## src/rtl/mem_ctrl_pkg.sv

```systemverilog
// Shared types and constants for the memory access controller slice.
// The optional write read-back check is enabled with MEM_WRITE_VERIFY_EN.
package mem_ctrl_pkg;

  localparam int ADDR_W_DEF = 9;
  localparam int DATA_W_DEF = 32;
  localparam int CNT_W      = 4;

  localparam logic OP_RD = 1'b0;
  localparam logic OP_WR = 1'b1;

  typedef enum logic [1:0] {
    IDLE   = 2'd0,
    ACCESS = 2'd1,
    VERIFY = 2'd2,
    DONE   = 2'd3
  } state_t;

endpackage

```

## src/rtl/mem_wait_counter.sv

```systemverilog
// Loadable down-counter with a zero flag, used to time read wait states.
module mem_wait_counter
  import mem_ctrl_pkg::*;
#(
  parameter int W = CNT_W
) (
  input  logic         clk,
  input  logic         reset,
  input  logic         load,
  input  logic         dec,
  input  logic [W-1:0] load_val,
  output logic         zero
);

  logic [W-1:0] count_r;

  // Load takes priority over decrement; the counter saturates at zero
  always_ff @(posedge clk) begin
    if (reset) begin
      count_r <= {W{1'b0}};
    end else if (load) begin
      count_r <= load_val;
    end else if (dec && (count_r != {W{1'b0}})) begin
      count_r <= count_r - {{(W-1){1'b0}}, 1'b1};
    end else begin
      count_r <= count_r;
    end
  end

  assign zero = (count_r == {W{1'b0}});

endmodule

```

## src/rtl/mem_access_ctrl.sv

```systemverilog
// CPU-side initiator for the word-addressed memory: owns MAR/MDR and sequences one access at a time.
// Build option: define MEM_WRITE_VERIFY_EN to add a one-cycle read-back compare after each write.
module mem_access_ctrl
  import mem_ctrl_pkg::*;
#(
  parameter int ADDR_W      = ADDR_W_DEF,
  parameter int DATA_W      = DATA_W_DEF,
  parameter int WAIT_CYCLES = 1
) (
  input  logic              clk,
  input  logic              reset,
  input  logic              start,
  input  logic              wr,
  input  logic [ADDR_W-1:0] addr_in,
  input  logic [DATA_W-1:0] wdata,
  output logic [DATA_W-1:0] rdata,
  output logic              busy,
  output logic              done,
  output logic              verify_err,
  output logic [ADDR_W-1:0] mem_addr,
  output logic [DATA_W-1:0] mem_datain,
  output logic              mem_write,
  input  logic [DATA_W-1:0] mem_dataout
);

  localparam logic [CNT_W-1:0] WAIT_INIT = CNT_W'(WAIT_CYCLES);

  state_t            state_r;
  logic [ADDR_W-1:0] mar_r;
  logic [DATA_W-1:0] wdata_r;
  logic [DATA_W-1:0] mdr_r;
  logic              op_wr_r;
  logic              busy_r;
  logic              done_r;
  logic              cnt_load_s;
  logic              cnt_dec_s;
  logic              cnt_zero_s;

  // Wait-state counter control: load on accept, count down only during a read access
  always_comb begin
    cnt_load_s = 1'b0;
    cnt_dec_s  = 1'b0;
    if ((state_r == IDLE) && start) begin
      cnt_load_s = 1'b1;
    end else begin
      cnt_load_s = 1'b0;
    end
    if ((state_r == ACCESS) && (op_wr_r == OP_RD) && !cnt_zero_s) begin
      cnt_dec_s = 1'b1;
    end else begin
      cnt_dec_s = 1'b0;
    end
  end

  mem_wait_counter #(.W(CNT_W)) u_wait_cnt (
    .clk      (clk),
    .reset    (reset),
    .load     (cnt_load_s),
    .dec      (cnt_dec_s),
    .load_val (WAIT_INIT),
    .zero     (cnt_zero_s)
  );

  // Request sequencer with MAR/MDR and registered handshake outputs
  always_ff @(posedge clk) begin
    if (reset) begin
      state_r <= IDLE;
      mar_r   <= {ADDR_W{1'b0}};
      wdata_r <= {DATA_W{1'b0}};
      mdr_r   <= {DATA_W{1'b0}};
      op_wr_r <= OP_RD;
      busy_r  <= 1'b0;
      done_r  <= 1'b0;
    end else begin
      case (state_r)
        IDLE: begin
          done_r <= 1'b0;
          if (start) begin
            mar_r   <= addr_in;
            op_wr_r <= wr;
            wdata_r <= wdata;
            busy_r  <= 1'b1;
            state_r <= ACCESS;
          end else begin
            busy_r  <= 1'b0;
            state_r <= IDLE;
          end
        end
        ACCESS: begin
          if (op_wr_r == OP_WR) begin
`ifdef MEM_WRITE_VERIFY_EN
            state_r <= VERIFY;
            done_r  <= 1'b0;
`else
            state_r <= DONE;
            done_r  <= 1'b1;
`endif
          end else if (cnt_zero_s) begin
            mdr_r   <= mem_dataout;
            state_r <= DONE;
            done_r  <= 1'b1;
          end else begin
            state_r <= ACCESS;
            done_r  <= 1'b0;
          end
        end
`ifdef MEM_WRITE_VERIFY_EN
        VERIFY: begin
          state_r <= DONE;
          done_r  <= 1'b1;
        end
`endif
        DONE: begin
          done_r  <= 1'b0;
          busy_r  <= 1'b0;
          state_r <= IDLE;
        end
        default: begin
          done_r  <= 1'b0;
          busy_r  <= 1'b0;
          state_r <= IDLE;
        end
      endcase
    end
  end

`ifdef MEM_WRITE_VERIFY_EN
  logic verify_err_r;

  // Sticky read-back mismatch flag, cleared by the next accepted request
  always_ff @(posedge clk) begin
    if (reset) begin
      verify_err_r <= 1'b0;
    end else if ((state_r == IDLE) && start) begin
      verify_err_r <= 1'b0;
    end else if ((state_r == VERIFY) && (mem_dataout != wdata_r)) begin
      verify_err_r <= 1'b1;
    end else begin
      verify_err_r <= verify_err_r;
    end
  end

  assign verify_err = verify_err_r;
`else
  assign verify_err = 1'b0;
`endif

  // Write strobe is gated by reset so nothing commits on a reset edge
  assign mem_write  = (state_r == ACCESS) && (op_wr_r == OP_WR) && !reset;
  assign mem_addr   = mar_r;
  assign mem_datain = wdata_r;
  assign rdata      = mdr_r;
  assign busy       = busy_r;
  assign done       = done_r;

endmodule
```

## config.mk

```make
export PLATFORM = sky130hd
export DESIGN_NAME = mem_access_ctrl
export DESIGN_NICKNAME = d
export VERILOG_FILES = /design/src/rtl/mem_ctrl_pkg.sv /design/src/rtl/mem_wait_counter.sv /design/src/rtl/mem_access_ctrl.sv
export SDC_FILE = /design/constraint.sdc
export NUM_CORES = 1
export LEC_CHECK = 0
export ABC_CLOCK_PERIOD_IN_PS = 1700
export CAP_MARGIN = 20
export CORE_MARGIN = 2
export CORE_UTILIZATION = 36
export DETAILED_ROUTE_END_ITERATION = 12
export MAX_ROUTING_LAYER = met4
export PLACE_DENSITY_LB_ADDON = 0.3
export SLEW_MARGIN = 30
export SYNTH_ARGS = -nofsm -noshare
export SYNTH_HDL_FRONTEND = slang
export SYNTH_SLANG_ARGS = --single-unit
```

## constraint.sdc

```tcl
create_clock -name clk -period 1.7 [get_ports clk]
set_input_delay 0.255 -clock clk [delete_from_list [all_inputs] [get_ports clk]]
set_output_delay 0.255 -clock clk [all_outputs]
set_load 0.005 [all_outputs]
```

==> flow_summary.toml, run 1 <==
[die]
pin_count = 154
core_area_um2 = 8180
die_y_um = 95.5
die_w_um = 95.5
die_area_um2 = 9120
floorplan.initialDensity = 0.369
rows = 33

[sta]
setup_violations = 0
clock.fmax_ghz = 0.631
fin_crit_ns = 1.58
rsz0062_at_grt = "no"
hold_viol_final = 0
tightest_slew_ns = 0.541
skew_ns = 0.00666
whs_ns = 0.453
post-route-period-util = 0.932
maxSlewViolCount = 0
worst_slack_ns = 0.116
slew_headroom = 0.639

[drt]
ant_nets = 0
drtIter0Drc = 95
remaining_drc_errors = 0
avgViaCountPerCell = 4.87
num_vias = 3051
drt-pass1-iter-count = 4
wl_mm = 8.42
wire_per_inst_um = 13.4

[logic_synthesis]
ys_ff_latch = 82
synth_area_leaders = "dfxtp_1, a21oi_1, nand2_1"
yosysMostFrequentCell = "nand2_1"
synth_nets = 449
synthFlopType = "dfxtp_1"
synth_top_area_frac = 0.544
yosys_warnings = 0
synth_area_um2 = 3020
synth_edf_count = 0
synth_top_area_cell = "dfxtp_1"
ys_top_cells_by_count = "nand2_1, dfxtp_1, a21oi_1, nand3_1, o21ai_0"
postSynthAreaPerCell_um2 = 8.13
ys_seq_area_frac = 0.544
async_flop_share = 0
synth.distinct_cells = 26
synthCells = 371

[global_route]
grt_pass1_vias = 2985
grt_overflow_total = 0
grt_pass1_wl_mm = 13.6
grt_antenna_before_repair = 0
grt_max_degree = 52
grt_usage = 0.194

[place]
hpwl_mm = 5.84
place_congestion = 0.724
io_buffers = 152
place_ws_ns = -0.0276

[cells_and_area]
syn2layout_area_growth_pct = 63.8
fin_util = 0.604
diodes = 0
fin_nets = 595
drive_above_1_share = 0.0785

[setup_path]
cp_data_required_time_ns = 1.91
critPathLaunchType = "flop"
setup.worst_path.end_class = "flop"
regToRegSetupSlack_ns = 0.12
cp_max_fo = 33
crit_type = "reg -> reg"
cp_slowest_cell = "or3b_4"
cp.arrival_ns = 1.80
crit_path_max_incr_delay_ns = 0.43
crit_chain = "inv_1 > ha_1 > or3b_4 > buf_12 > o21ai_0 > a21oi_1"

[clocking]
clkSlewWorstSetupHoldPaths_ns = 0.08
numClockSinks = 82
tritoncts = "built"
cts_max_level = 3
clock_latency_ns = 0.34
cts_root_buffer = "clkbuf_8"
cts_buffers = 9
clock_path_buffers = 2
post_cts_buffers = 0

[power_and_ir_drop]
ir_drop_v = 0.000491
power_density_nw_per_um2 = 937
power.leakage_nw = 1.78

[worst_hold_path]
hold_path_class = "in -> reg"

[run]
maxCapViolCount = 0

[status]
outcome = "complete, no violations"
metal layers:
layer,GRT usage,routed length [um],part of all wire,vias to the layer above
li1,-,-,-,1545
met1,0.220,3500,0.42,1381
met2,0.325,4060,0.48,120
met3,0.0759,812,0.096,5
met4,0.0393,47,0.0056,0
met5,-,0,0,-
cells by family after synthesis:
group	Yosys count	share of synthesized area
other	1	0.00124
buffers and inverters	39	0.0506
adders and majority gates	1	0.00415
AOI/OAI and AO/OA	113	0.194
muxes	1	0.00332
and+or+nand+nor	134	0.202
DFF	82	0.544
report_power, final:
part / leakage (nW) / switching [mW] / internal, mW / total [mW]
logic: 1.00 / 0.451 / 0.570 / 1.02
registers: 0.671 / 0.0749 / 2.06 / 2.13
clock network: 0.106 / 0.672 / 0.803 / 1.48
total: 1.78 / 1.20 / 3.43 / 4.63
final timing paths:
check / from / depth (start not counted) / end
worst min register to register: mem_datain[25]$_SDFFE_PP0P_ / 2 / mem_datain[25]$_SDFFE_PP0P_
worst max-delay path: u_wait_cnt.count_r[0]$_SDFFE_PP0P_ / 6 / rdata[22]$_SDFFE_PP0P_
worst min-delay path: wdata[16] / 3 / mem_datain[16]$_SDFFE_PP0P_
worst max register to register: u_wait_cnt.count_r[0]$_SDFFE_PP0P_ / 6 / rdata[22]$_SDFFE_PP0P_
sequential cells by signal (all words and copies together) (netlist names):
signal              flops
busy                    1
done                    1
mem_addr                9
mem_datain             32
op_wr_r                 1
rdata                  32
state_r                 2
u_wait_cnt.count_r      4
final cells by class:
type / instances / area [um^2]
multi-input combinational: 250 / 1250
sequential: 82 / 1640
clock buffer: 13 / 169
fill: 754 / 3240
tap: 105 / 131
timing repair buffer: 169 / 1680
clock inverter: 3 / 46.3
inverter: 5 / 18.8
repair_timing:
item | in CTS | in global routing
setup endpoints to repair | 1 | 35
hold buffers | 0 | 0
gates cloned | 0 | 0
gates resized for setup | 2 | 6
critical path, delay by kind of cell (launching register included):
family	cells	cell delay (ns)
buffers and inverters	2	0.24
and+or+nand+nor	1	0.43
DFF	1	0.34
adders and majority gates	1	0.19
AOI/OAI and AO/OA	2	0.26
placed cells by master (no fill, tap or decap), types with 5 or more instances in the layout:
master | netlist | routed
clkdlybuf4s50_1 | 0 | 150
nand2_1 | 84 | 84
dfxtp_1 | 82 | 81
a21oi_1 | 75 | 75
nand3_1 | 34 | 34
o21ai_0 | 33 | 30
buf_4 | 1 | 13
clkbuf_8 | 0 | 12
inv_1 | 5 | 5
through the flow:
| stage | cells | TNS (ns) | power [mW] | instance area, um^2 |
|---|---|---|---|---|
| final | 627 | 0 | 4.63 | 4940 |
| after global routing | 627 | 0 | 4.90 | 4940 |
| after CTS | 627 | 0 | 4.68 | 4930 |
| after detailed placement | 611 | -0.507 | 3.19 | 4710 |
| after global placement | 611 | 0 | 3.17 | 4710 |
| after floorplan | 371 | 0 | 2.58 | 3020 |
Note: power is estimated with default switching activity, not from simulation.
==> inputs of run 2 (changes only) <==
ABC_CLOCK_PERIOD_IN_PS = 1830   (was 1700)
CORE_UTILIZATION = 44   (was 36)
CTS_BUF_LIST = sky130_fd_sc_hd__clkbuf_4   (was default)
clock period = 1.83 ns   (was 1.7 ns; I/O delays follow)
==> run 2 against run 1 <==
  * Clock skew up 0.0052 ns
  * Worst setup slack better by 0.071 ns
  * Global-route usage is 3.4 points higher
  * Sequential share of layout area increased by 0.90 points
  * First-iteration DRC count up 14%
  * Critical path depth is 4 lower
  * Core utilization grew 11 points
  * Register-to-register slack better by 0.13 ns
  * Die area shrank 17%
  * Hold slack got worse by 0.067 ns
  * Critical path type is now reg -> out
==> flow_summary.toml, run 2 (synthesis gave the netlist of run 1 again) <==
[drt]
ant_nets = 0
drt-pass1-iter-count = 4
wl_mm = 8.19
drtIter0Drc = 108
remaining_drc_errors = 0
wire_per_inst_um = 13.7
avgViaCountPerCell = 5.22
num_vias = 3129

[setup_path]
setup.worst_path.end_class = "output port"
cp_max_fo = 8
critPathLaunchType = "flop"
cp_data_required_time_ns = 1.56
crit_type = "reg -> out"
cp.arrival_ns = 1.37

[sta]
fin_crit_ns = 1.64
fin_setup_tns_ns = 0
post-route-period-util = 0.897
maxSlewViolCount = 0
rsz0062_at_grt = "no"
skew_ns = 0.0119
setup_violations = 0
whs_ns = 0.386
hold_viol_final = 0
clock.fmax_ghz = 0.609

[global_route]
grt_max_degree = 48
grt_pass1_vias = 3093
grt_usage = 0.227
grt_pass1_wl_mm = 13.4
grt_overflow_total = 0
grt_antenna_before_repair = 0

[clocking]
hold_buffers = 0
clkSlewWorstSetupHoldPaths_ns = 0.12
cts_buffers = 9
clock_latency_ns = 0.42
clock_path_buffers = 2
numClockSinks = 82
cts_max_level = 3
cts_root_buffer = "clkbuf_4"
tritoncts = "built"

[power_and_ir_drop]
seq_power_share = 0.489
combPwrFrac = 0.229
power_density_nw_per_um2 = 843
power.share.clock = 0.282
ir_drop_v = 0.000514
p_sw_frac = 0.263
power.leakage_nw = 1.74
p_sw_mw = 1.07
p_int_mw = 2.99

[die]
core_area_um2 = 6720
pin_count = 154
die_w_um = 86.8
die_y_um = 86.8
die_area_um2 = 7530
floorplan.initialDensity = 0.449
rows = 30

[cells_and_area]
syn2layout_area_growth_pct = 59.6
fin_cells = 600
drive_above_1_share = 0.0769
fill_cells = 547
diodes = 0
mostFrequentLayoutCell = "clkdlybuf4s50_1"
fin_nets = 593
final_cell_mix = "clkdlybuf4s50_1, nand2_1, dfxtp_1"

[place]
place_congestion = 0.771
io_buffers = 152
hpwl_mm = 5.89
dp_cells = 584

[status]
outcome = "complete, no violations"

[run]
maxCapViolCount = 0

[worst_hold_path]
hold_path_class = "in -> reg"
## run 2: cell types whose count changed in the layout (fill, tap and decap cells not counted), sizes merged
cell    before  now
buf         18   16
bufinv       1    2
clkbuf      13   10
clkinv       1    3
## run 2: worst max-delay path: stages (launching register included)
cell and delay (ns):
dfxtp_2 0.40, nor4bb_1 0.28, dlygate4sd2_1 0.29
## run 2: final timing paths
| kind | start | to | slack (ns) | cells after the start |
|---|---|---|---|---|
| max | state_r[1]$_SDFF_PP0_ | mem_write | 0.19 | 2 |
| min | wdata[5] | mem_datain[5]$_SDFFE_PP0P_ | 0.39 | 3 |
| max reg2reg | u_wait_cnt.count_r[0]$_SDFFE_PP0P_ | done$_SDFF_PP0_ | 0.25 | 6 |
| min reg2reg | mem_datain[13]$_SDFFE_PP0P_ | mem_datain[13]$_SDFFE_PP0P_ | 0.46 | 2 |
## run 2: final cells by class
class                           instances  area, um^2  share of cell area
Clock buffer                           10        75.1              0.0156
Clock inverter                          6        81.3              0.0169
Sequential cell                        82        1640               0.342
Multi-Input combinational cell        250        1240               0.258
Tap cell                               80         100              0.0208
Inverter                                5        18.8             0.00390
Timing Repair Buffer                  167        1650               0.343
## run 2: routing by layer
layer  track usage  share of wire  up-vias
li1              -              -     1545
met1         0.257           0.41     1428
met2         0.375           0.48      139
met3        0.0676          0.093       17
met4        0.0938          0.022        0
met5             -              0        -
## run 2: repair_timing
action	4_1_cts	5_1_grt
buffers inserted	0	0
endpoints found under the setup margin	1	4
gates resized for setup	3	1
## run 2: through the flow
stage          area (um^2)   util  worst slack [ns]  power (mW)
2_1_floorplan         3020      -             0.176        2.40
3_3_place_gp          4650  0.693            0.0828        2.93
3_5_place_dp          4650  0.693            0.0447        2.95
4_1_cts               4810  0.716            0.0996        4.10
5_1_grt               4810  0.716            0.0675        4.26
6_report              4810  0.716             0.188        4.06
## run 2: power by group through the flow
stage / Sequential [mW] / Clock, mW / Combinational, mW
after global placement: 2.02 / 0 / 0.912
after CTS: 1.99 / 1.18 / 0.932
final: 1.99 / 1.15 / 0.928
after detailed placement: 2.02 / 0 / 0.927
after global routing: 2.00 / 1.25 / 1.02
after floorplan: 2.03 / 0 / 0.375
